File: config.mk
export PLATFORM = sky130hd
export DESIGN_NAME = carregador_instrucoes
export DESIGN_NICKNAME = d
export VERILOG_FILES = /design/src/rtl/carregador_instrucoes.sv
export SDC_FILE = /design/constraint.sdc
export NUM_CORES = 1
export LEC_CHECK = 0
export CAP_MARGIN = 20
export CORE_MARGIN = 2
export CORE_UTILIZATION = 48
export DETAILED_ROUTE_END_ITERATION = 7
export PLACE_DENSITY = 0.75
export SYNTH_ARGS = -nofsm -noshare
export SYNTH_HDL_FRONTEND = slang
export SYNTH_SLANG_ARGS = --single-unit
File: constraint.sdc
create_clock -name clk -period 1.8 [get_ports clk]
set_clock_uncertainty 0.05 [all_clocks]
set_input_delay 0.36 -clock clk [delete_from_list [all_inputs] [get_ports clk]]
set_output_delay 0.36 -clock clk [all_outputs]
set_load 0.03 [all_outputs]
File: src/rtl/carregador_instrucoes.sv
// Program loader: takes a {length, instructions, XOR checksum} byte frame and writes
// each instruction into instruction memory, holding the CPU in reset until a good load.
module carregador_instrucoes #(
  parameter int                     LARGURA_END   = 8,
  parameter int                     LARGURA_DADO  = 8,
  parameter logic [LARGURA_END-1:0] ENDERECO_BASE = '0
) (
  input  logic                    clk,
  input  logic                    rst_n,
  input  logic                    iniciar,
  input  logic [LARGURA_DADO-1:0] byte_in,
  input  logic                    byte_valid,
  output logic                    byte_ready,
  output logic                    mem_we,
  output logic [LARGURA_END-1:0]  mem_endereco,
  output logic [LARGURA_DADO-1:0] mem_dado,
  output logic                    cpu_rst_n,
  output logic                    pronto,
  output logic                    erro
);

  typedef enum logic [2:0] {
    OCIOSO   = 3'd0,
    TAMANHO  = 3'd1,
    DADOS    = 3'd2,
    CHECKSUM = 3'd3,
    FIM      = 3'd4,
    ERRO     = 3'd5
  } estado_t;

  estado_t                 estado;
  estado_t                 proximo;
  logic [LARGURA_END-1:0]  tamanho;
  logic [LARGURA_END-1:0]  indice;
  logic [LARGURA_DADO-1:0] soma;

  logic                    aceito;
  logic [LARGURA_END-1:0]  tamanho_in;
  logic [LARGURA_END-1:0]  indice_prox;
  logic                    pronto_para_byte;

  assign aceito      = byte_valid & byte_ready;
  assign tamanho_in  = LARGURA_END'(byte_in);
  assign indice_prox = indice + 1'b1;

  always_comb begin
    proximo = estado;
    case (estado)
      OCIOSO: begin
        if (iniciar) proximo = TAMANHO;
      end
      TAMANHO: begin
        if (aceito) proximo = (tamanho_in == '0) ? CHECKSUM : DADOS;
      end
      DADOS: begin
        // Length never exceeds 2^LARGURA_END-1, so indice_prox cannot wrap before matching.
        if (aceito && (indice_prox == tamanho)) proximo = CHECKSUM;
      end
      CHECKSUM: begin
        if (aceito) proximo = (byte_in == soma) ? FIM : ERRO;
      end
      FIM:     proximo = OCIOSO;
      ERRO:    proximo = OCIOSO;
      default: proximo = OCIOSO;
    endcase
  end

  // byte_ready is registered from the next state so it lines up with the state register.
  always_comb begin
    pronto_para_byte = 1'b0;
    case (proximo)
      TAMANHO, DADOS, CHECKSUM: pronto_para_byte = 1'b1;
      default:                  pronto_para_byte = 1'b0;
    endcase
  end

  always_ff @(posedge clk or negedge rst_n) begin
    if (!rst_n) begin
      estado     <= OCIOSO;
      byte_ready <= 1'b0;
    end else begin
      estado     <= proximo;
      byte_ready <= pronto_para_byte;
    end
  end

  always_ff @(posedge clk or negedge rst_n) begin
    if (!rst_n) begin
      tamanho      <= '0;
      indice       <= '0;
      soma         <= '0;
      mem_we       <= 1'b0;
      mem_endereco <= '0;
      mem_dado     <= '0;
      cpu_rst_n    <= 1'b0;
      pronto       <= 1'b0;
      erro         <= 1'b0;
    end else begin
      mem_we <= 1'b0;
      case (estado)
        OCIOSO: begin
          if (iniciar) begin
            pronto    <= 1'b0;
            erro      <= 1'b0;
            indice    <= '0;
            soma      <= '0;
            cpu_rst_n <= 1'b0;
          end
        end
        TAMANHO: begin
          if (aceito) tamanho <= tamanho_in;
        end
        DADOS: begin
          if (aceito) begin
            mem_we       <= 1'b1;
            mem_dado     <= byte_in;
            mem_endereco <= ENDERECO_BASE + indice;
            soma         <= soma ^ byte_in;
            indice       <= indice_prox;
          end
        end
        FIM: begin
          pronto    <= 1'b1;
          cpu_rst_n <= 1'b1;
        end
        ERRO: begin
          erro      <= 1'b1;
          cpu_rst_n <= 1'b0;
        end
        default: ;
      endcase
    end
  end

endmodule

==> results.md, run 1 <==
- Status: finished clean
- Slew HR: about two thirds
- Min-Delay Path Depth: 2
- Residual DRC: 0
- Cell Pwr Density: roughly 1500 nW/um^2
- Vias in the first global route: approximately 1.8k
- CTS sink count: 48
- # IOs: 33
- Max Fclk: ~560 MHz
- Startpoint Class: flop
- Post-Synthesis Cells: around 230
- #FFs+latches synth: 48
- Post-synth EDFFs: 0
- CP max-delay cell: clkdlybuf4s50_1
- P_leak: around 1.4 nW
- Final period util: between 90% and 100%
- Worst vdd ir: approximately 0.78 mV
- Via count: ~1.8k
- CP delay by family, top: buffers and inverters
- Clock buffer count from CTS: 5
- DR pass1 iterations: 5
- Crit path from: cpu_rst_n
- Critical path depth: 1
- Worst EP required: around 1.4 ns
- Max-cap violations: 0
- Area grow syn2layout: 32.0%
- Largest net degree at the start of global routing: 29
- Top-count cell post-synth: nand2_1
- Sequential-to-total area share from yosys stat: a little over half
- Hold Path End: mem_endereco[7]
- DRT Wirelength: between 5000 and 6000 um
- Port bufs: 32
- Initial core utilization: 50.5%
- Main flop type after synthesis: dfrtp_1
- Avg Cell Area, Syn: approximately 9.6 um^2
- Fin. max-slew vios: 0
- Cell area after synthesis: around 2200 um^2
- Vias per inst: between 5 and 6
- Final hold viol count: 0
- Buf/Inv on CP: 1
- GPL Wtd Cong: approximately 0.90
- Total Power: approximately 4.4 mW
- Die width: just over 70 um
- Detailed placement HPWL: 3530 um
- Antenna diodes: 0
- Post-synth ARST share: between 90% and 100%
- Warnings, synthesis: 0
- RSZ-0062 raised after global routing: false
- Fill count: ~370
- R2R Path End: estado[0]
- Clk buf depth: 2
- GRT overflow: 0
- Non-filler cells, final: about 340
- CP endpoint kind: output port
- Cells after DPL: 332
- DRT iter0 DRCs: approximately 130
- Worst-path fanout max: 3
- Hold Path Class: flop to flop
- Initial antenna violation count: 0
- Final Setup Violations: 0
- CTS tree: done
- Skew-Pair Late Insertion Delay: ~0.31 ns
- Wire per inst: between 15 and 20 um
- Area leader, netlist: dfrtp_1
- Core Util, Final: 66.7%
- Cells on worst reg2reg path: 5
- Post-CTS setup buffers: 0
- Die footprint: roughly 5200 um^2
- R2R Setup Slk: roughly 0.11 ns
- Std cell rows: 24
- Core area: about 4400 um^2
- Hold Crit Start: mem_endereco[7]
- Post-route antenna net violation count: 0
- First-pass GRT wire length: 8730 um
- Setup total negative slack: 0 ns
- Crit path cell chain: clkdlybuf4s50_1
- Share of cells above drive strength 1: 20.0%
- Clock-pin slew on the worst setup and hold paths: 0.08 ns
- Total nets after synthesis: between 200 and 250
- H-tree depth: 2
- Critical path arrival: between 1 and 1.5 ns
- Top-area cell type share of the netlist area: a little over half
- Top cells by count, synth: nand2_1, dfrtp_1, o21ai_1
- Setup CP Type: flop to output port
- Largest stage delay on the critical path: between 0.6 and 0.7 ns
- Fin crit period: 1.78 ns
- Die Y-Extent: slightly above 70 um
- Synth cell types: 35
- Reg-to-reg startpoint: indice[0]
- Top cells by area, synth: dfrtp_1, nand2_1, xor2_1
- Clock root buffer: clkbuf_8
- Worst-margin pin slew: 0.491 ns
- GRT Util Overall: 21.8%
- NumNets Final: roughly 300
cell type report:
type,count,area (um^2),share of cell area (%)
inverters,1,6.26,0.211
repair buffers,60,548,18.5
clock inverters,2,35.0,1.18
clock buffers,6,72.6,2.45
flip-flops and latches,48,1200,40.6
multi-input cells,173,1030,34.9
well taps,52,65.1,2.20
registers in the layout, indices dropped and copies added (netlist names):
name and flops:
mem_dado 8, erro 1, mem_endereco 8, byte_ready 1
soma 8, pronto 1, estado 3, tamanho 8
mem_we 1, cpu_rst_n 1, indice 8
cells in the final DEF (no fill, tap or decap), types with 3 or more instances in the layout:
cell type,count
nand2_1,56
dfrtp_1,47
clkdlybuf4s50_1,28
buf_4,25
o21ai_1,21
nor2_1,19
xor2_1,15
mux2_2,8
xnor2_1,7
o21ai_0,7
nand3_1,5
clkbuf_8,5
and3_1,3
a21oi_1,3
repair_timing:
item	4_1_cts	5_1_grt
hold endpoints to repair	20	0
pin swaps	4	1
endpoints found under the setup margin	16	3
hold buffers	1	0
gates cloned	1	0
gates resized for setup	5	7
how the worst max path moves through the flow:
stage | slack [ns] | to
after global placement | -0.42 | estado[0]
after floorplan | -0.04 | estado[0]
after CTS | 0.01 | cpu_rst_n
after detailed placement | -0.46 | estado[0]
final | 0.02 | cpu_rst_n
after global routing | 0.0005 | cpu_rst_n
through the flow:
step	cell area [um^2]	hold WS, ns	setup slack, ns
6_report	2960	0.426	0.0226
5_1_grt	2960	0.460	0.000488
4_1_cts	2930	0.432	0.0140
3_5_place_dp	2790	0.300	-0.456
3_3_place_gp	2790	0.294	-0.420
2_1_floorplan	2270	0.0144	-0.0375
logic make-up (layout without fill, tap and decap cells):
kind of cell	Yosys count	in the layout	share of synthesized area, %
AOI/OAI and AO/OA	42	43	10.8
xor gates and xnor gates	22	22	8.58
buffers and inverters	14	69	2.95
and+or+nand+nor	98	98	19.2
DFF	48	48	53.5
adders and majority gates	1	1	0.557
muxes	9	9	4.46
worst min-delay path, stage by stage, from the launching register on:
cell	delay (ns)
dfrtp_1	0.35
nand2_1	0.05
nand2_1	0.05
power by group:
part           switching, mW  internal (mW)  total [mW]
clock network          0.351          0.412       0.763
registers              0.280           1.44        1.72
logic                   1.03          0.860        1.89
total                   1.66           2.71        4.37
layer usage:
layer | up-vias | GRT usage, % | routed length (um)
met5 | - | 0 | 0
met4 | 0 | 6.58 | 81
met3 | 8 | 4.72 | 176
met2 | 37 | 36.7 | 2570
met1 | 892 | 28.4 | 2320
li1 | 895 | - | -
Note: power is estimated with default switching activity, not from simulation.
==> inputs of run 2 (changes only) <==
--- a/config.mk
+++ b/config.mk
@@ -6,10 +6,12 @@
 export NUM_CORES = 1
 export LEC_CHECK = 0
 export CAP_MARGIN = 20
-export CORE_MARGIN = 2
+export CORE_MARGIN = 10
 export CORE_UTILIZATION = 48
 export DETAILED_ROUTE_END_ITERATION = 7
+export HOLD_SLACK_MARGIN = 0.03
 export PLACE_DENSITY = 0.75
+export SETUP_SLACK_MARGIN = 0.02
 export SYNTH_ARGS = -nofsm -noshare
 export SYNTH_HDL_FRONTEND = slang
 export SYNTH_SLANG_ARGS = --single-unit
==> run 2 against run 1 <==
Against the previous run:
- worst setup slack better by 0.048 ns
- fmax rose by 2.8%
- count of clock-buffer cells in the layout stayed put
- critical path type unchanged
- largest power group unchanged
- highest routed layer unchanged
==> results.md, run 2 (same netlist as run 1, synthesis figures left out) <==
- Status: finished clean (unchanged)
- Worst-path fanout max: 2 (was 3)
- CTS tree: done (unchanged)
- CP endpoint kind: output port (unchanged)
- Min-Delay Path Depth: 2 (unchanged)
- Vias in the first global route: 1910 (was 1834)
- Design area: 2940 um^2 (was 2960 um^2)
- Port bufs: 32 (unchanged)
- Clock root buffer: clkbuf_8 (unchanged)
- DR pass1 iterations: 4 (was 5)
- Most frequent cells in the layout: nand2_1, dfrtp_1, o21ai_1, buf_4, nor2_1 (was nand2_1, dfrtp_1, clkdlybuf4s50_1, buf_4, o21ai_1)
- NumNets Final: 300 (was 302)
- Critical path arrival: 1.32 ns (was 1.37 ns)
- # IOs: 33 (unchanged)
- Max Fclk: 578 MHz (was 563 MHz)
- Worst vdd ir: 0.887 mV (was 0.776 mV)
- Die width: 88.4 um (was 72.4 um)
- Worst EP required: 1.39 ns (about the same)
- Largest net degree at the start of global routing: 22 (was 29)
- Area grow syn2layout: 30.9% (was 32.0%)
- Via count: 1833 (was 1832)
- Buf/Inv on CP: 1 (unchanged)
- Die footprint: 7810 um^2 (was 5240 um^2)
- DRT iter0 DRCs: 104 (was 131)
- Residual DRC: 0 (unchanged)
- GRT Util Overall: 14.9% (was 21.8%)
- Worst-margin pin slew: 0.548 ns (was 0.491 ns)
- Hold Path Class: flop to flop (unchanged)
- Fill count: 378 (was 372)
- Wire per inst: 15.8 um (was 15.0 um)
- DRT Wirelength: 5360 um (was 5150 um)
- Clk buf depth: 2 (unchanged)
- Fin. max-slew vios: 0 (unchanged)
- Worst hold margin: 0.424 ns (was 0.426 ns)
- P_leak: 1.59 nW (was 1.42 nW)
- Skew-Pair Late Insertion Delay: 0.31 ns (about the same)
- GRT overflow: 0 (unchanged)
- Final period util: 96.1% (was 98.7%)
- Clock buffer count from CTS: 5 (unchanged)
- Initial core utilization: 50.5% (unchanged)
- Slew HR: 63.5% (was 67.3%)
- H-tree depth: 2 (unchanged)
- CP max-delay cell: clkdlybuf4s50_1 (unchanged)
- Setup CP Type: flop to output port (unchanged)
- Die Y-Extent: 88.4 um (was 72.4 um)
- Final Setup Violations: 0 (unchanged)
- Antenna diodes: 0 (unchanged)
- Vias per inst: 5.41 (was 5.36)
- CTS sink count: 48 (unchanged)
- Area of placed instances: 2780 um^2 (was 2790 um^2)
- Clock-pin slew on the worst setup and hold paths: 0.08 ns (about the same)
- Commonest non-fill, non-tap cell in the layout: nand2_1 (unchanged)
- Detailed placement HPWL: 3820 um (was 3530 um)
- Final hold viol count: 0 (unchanged)
- RSZ-0062 raised after global routing: true (was false)
- Share of cells above drive strength 1: 18.5% (was 20.0%)
- Largest stage delay on the critical path: 0.67 ns (was 0.68 ns)
- Max-cap violations: 0 (unchanged)
- First-pass GRT wire length: 9100 um (was 8730 um)
- CP delay by family, top: buffers and inverters (unchanged)
- Std cell rows: 24 (unchanged)
- Startpoint Class: flop (unchanged)
- Post-route antenna net violation count: 0 (unchanged)
- Cell Pwr Density: 1420 nW/um^2 (was 1470 nW/um^2)
- Critical path depth: 1 (unchanged)
- GPL Wtd Cong: 0.855 (was 0.896)
- Core area: 4440 um^2 (unchanged)
- Cells on worst reg2reg path: 5 (unchanged)
- Fin crit period: 1.73 ns (was 1.78 ns)
- Crit path cell chain: clkdlybuf4s50_1 (unchanged)
- Initial antenna violation count: 0 (unchanged)
[run 2: layer usage]
metal	vias to the layer above	GRT usage (%)	wire length (um)	part of all wire, %
met5	-	0	0	0
met4	0	5.73	83	1.5
met3	8	4.78	248	4.6
met2	32	24.5	2640	49
met1	899	17.8	2380	44
li1	894	-	-	-
[run 2: metrics by stage]
stage          instances  utilization [%]  power, mW  TNS (ns)  setup slack, ns
3_5_place_dp         329             62.6       3.55    -13.80           -0.500
2_1_floorplan        234                -       2.88   -0.0449          -0.0375
6_report             339             66.2       4.17         0           0.0707
4_1_cts              339             65.2       4.22         0           0.0220
5_1_grt              339             66.2       4.45  -0.00512         -0.00512
3_3_place_gp         329             62.6       3.49    -12.11           -0.442
[run 2: repair_timing]
action	CTS	global route
pin swaps	3	1
resized for setup	11	16
setup buffers	0	0
hold buffers	1	0
setup endpoints to repair	36	17
hold endpoints to repair	19	0
gates cloned	2	0
[run 2: area by class of cell]
cell class / instances / area, um^2 / share of cell area, %
Clock buffer: 6 / 72.6 / 2.47
Clock inverter: 1 / 5.00 / 0.170
Inverter: 1 / 8.76 / 0.298
Multi-Input combinational cell: 173 / 1010 / 34.5
Sequential cell: 48 / 1200 / 40.9
Tap cell: 52 / 65.1 / 2.21
Timing Repair Buffer: 58 / 573 / 19.5
[run 2: worst paths after layout]
kind | to | start | slack, ns
max | mem_dado[5] | mem_dado[5] | 0.07
min | mem_endereco[5] | mem_endereco[5] | 0.42
max reg2reg | soma[3] | byte_ready | 0.12
min reg2reg | mem_endereco[5] | mem_endereco[5] | 0.42
max in group asynchronous | tamanho[1] | rst_n | 0.61
min in group asynchronous | byte_ready | rst_n | 0.53
[run 2: power by group]
part           leakage (nW)  internal, mW  total, mW  switching [mW]
combinational         0.925         0.836       1.85            1.01
clock                0.0410         0.265      0.614           0.349
sequential            0.629          1.44       1.71           0.269
total                  1.59          2.54       4.17            1.63
[run 2: worst reg2reg max path, cell delays in order (launching register included)]
cell and delay [ns]:
dfrtp_2 0.38, nand2_2 0.06, or4b_4 0.59, o21a_4 0.21, o21ai_0 0.18, o21ai_1 0.09
==> inputs of run 3 (changes only) <==
--- a/config.mk
+++ b/config.mk
@@ -7,10 +7,10 @@
 export LEC_CHECK = 0
 export CAP_MARGIN = 20
 export CORE_MARGIN = 10
-export CORE_UTILIZATION = 48
+export CORE_UTILIZATION = 38
 export DETAILED_ROUTE_END_ITERATION = 7
 export HOLD_SLACK_MARGIN = 0.03
-export PLACE_DENSITY = 0.75
+export PLACE_DENSITY = 0.62
 export SETUP_SLACK_MARGIN = 0.02
 export SYNTH_ARGS = -nofsm -noshare
 export SYNTH_HDL_FRONTEND = slang
==> run 3 against run 2 <==
Against the previous run:
- final cell count rose by 6.2%
- critical path depth unchanged
- routed wire length is 4.3% lower
- utilization down 13 points
- non-clock buffer count unchanged
==> results.md, run 3 (same netlist as run 1, synthesis figures left out) <==
- GRT Util Overall: 11.0% (was 14.9%)
- Port bufs: 32 (unchanged)
- Initial core utilization: 40.0% (was 50.5%)
- Commonest non-fill, non-tap cell in the layout: nand2_1 (unchanged)
- Core area: 5610 um^2 (was 4440 um^2)
- Area of placed instances: 2800 um^2 (was 2780 um^2)
- Non-filler cells, final: 360 (was 339)
- Std cell rows: 27 (was 24)
- Clk buf depth: 2 (unchanged)
- Vias in the first global route: 1806 (was 1910)
- CTS tree: done (unchanged)
- Worst-path fanout max: 2 (unchanged)
- Setup CP Type: flop to output port (unchanged)
- DRT iter0 DRCs: 51 (was 104)
- Die Y-Extent: 96.9 um (was 88.4 um)
- Fin crit period: 1.75 ns (was 1.73 ns)
- Skew-Pair Late Insertion Delay: 0.30 ns (was 0.31 ns)
- Die footprint: 9390 um^2 (was 7810 um^2)
- Status: finished clean (unchanged)
- Buf/Inv on CP: 1 (unchanged)
- CP delay by family, top: buffers and inverters (unchanged)
- Vias per inst: 4.98 (was 5.41)
- Max Fclk: 572 MHz (was 578 MHz)
- Cell Pwr Density: 1420 nW/um^2 (about the same)
- GRT overflow: 0 (unchanged)
- DR pass1 iterations: 4 (unchanged)
- Worst-margin pin slew: 0.393 ns (was 0.548 ns)
- Residual DRC: 0 (unchanged)
- Design area: 2980 um^2 (was 2940 um^2)
- Clock-pin slew on the worst setup and hold paths: 0.09 ns (was 0.08 ns)
- CP max-delay cell: clkdlybuf4s50_1 (unchanged)
- Share of cells above drive strength 1: 19.1% (was 18.5%)
- Total Power: 4.23 mW (was 4.17 mW)
- Max-cap violations: 0 (unchanged)
- Area grow syn2layout: 32.6% (was 30.9%)
- Fill count: 527 (was 378)
- Largest stage delay on the critical path: 0.67 ns (about the same)
- H-tree depth: 2 (unchanged)
- GPL Wtd Cong: 0.814 (was 0.855)
- Clock root buffer: clkbuf_8 (unchanged)
- Slew HR: 73.6% (was 63.5%)
- Hold Path Class: input pin to async pin (was flop to flop)
- First-pass GRT wire length: 8750 um (was 9100 um)
- Setup total negative slack: 0 ns (unchanged)
- Wire per inst: 14.2 um (was 15.8 um)
- Worst EP required: 1.39 ns (about the same)
- Largest net degree at the start of global routing: 25 (was 22)
- Post-route antenna net violation count: 0 (unchanged)
- Die width: 96.9 um (was 88.4 um)
- CTS sink count: 48 (unchanged)
- Dpl ws: -0.477 ns (was -0.500 ns)
- Final Setup Violations: 0 (unchanged)
- Final period util: 97.1% (was 96.1%)
- Antenna diodes: 0 (unchanged)
- Final worst setup slack: 0.0529 ns (was 0.0707 ns)
- Final hold viol count: 0 (unchanged)
- Via count: 1791 (was 1833)
- Critical path arrival: 1.34 ns (was 1.32 ns)
- # IOs: 33 (unchanged)
- Clock buffer count from CTS: 5 (unchanged)
- Crit path cell chain: clkdlybuf4s50_1 (unchanged)
- DRT Wirelength: 5130 um (was 5360 um)
- CP endpoint kind: output port (unchanged)
- Initial antenna violation count: 0 (unchanged)
- Cells after DPL: 350 (was 329)
- Most frequent cells in the layout: nand2_1, dfrtp_1, o21ai_1, buf_4, nor2_1 (unchanged)
- P_leak: 1.56 nW (was 1.59 nW)
- NumNets Final: 300 (unchanged)
- Detailed placement HPWL: 3650 um (was 3820 um)
- RSZ-0062 raised after global routing: true (unchanged)
- Fin. max-slew vios: 0 (unchanged)
- Startpoint Class: flop (unchanged)
- Worst vdd ir: 0.597 mV (was 0.887 mV)
## run 3: cell count changes in the layout (fill, tap and decap cells not counted), moves of 2 or more
cell,change
buf_4,+2
o21ai_1,+5
clkdlybuf4s50_1,+4
dlymetal6s2s_1,-3
o21ai_0,-4
## run 3: worst paths after layout
kind	end	cells after the start	startpoint	slack [ns]
max	mem_endereco[7]	1	mem_endereco[7]	0.05
max reg2reg	estado[0]	6	indice[1]	0.09
min	mem_dado[4]	2	rst_n	0.42
min in group clk	mem_endereco[4]	2	mem_endereco[4]	0.42
max in group asynchronous	soma[1]	3	rst_n	0.78
min reg2reg	mem_endereco[4]	2	mem_endereco[4]	0.42
## run 3: metal layers
layer	part of all wire, %	global-route usage (%)
met1	47	13.7
met4	1.3	3.72
met2	47	17.5
met5	0	0
met3	4.3	3.41
## run 3: layout make-up
type                            instances  area [um^2]  share of cell area [%]
Sequential cell                        48         1200                    40.4
Multi-Input combinational cell        173         1030                    34.6
Timing Repair Buffer                   58          557                    18.7
Tap cell                               72         90.1                    3.02
Clock buffer                            6         82.6                    2.77
Clock inverter                          2         10.0                   0.336
Inverter                                1         6.26                   0.210
## run 3: repair_timing
action	CTS	global route
pin swaps	4	0
setup endpoints to repair	24	13
hold endpoints to repair	10	0
resized for setup	14	14
hold buffers	1	0
cloned	1	0
buffers inserted	0	0
## run 3: through the flow
step / util [%] / hold slack [ns]
6_report: 53.1 / 0.424
5_1_grt: 53.1 / 0.443
4_1_cts: 52.4 / 0.414
2_1_floorplan: - / 0.0144
3_5_place_dp: 49.9 / 0.212
3_3_place_gp: 49.9 / 0.213
## run 3: power breakdown
part           internal (mW)  switching (mW)
sequential              1.44           0.263
combinational          0.840            1.02
clock                  0.307           0.364
total                   2.58            1.65
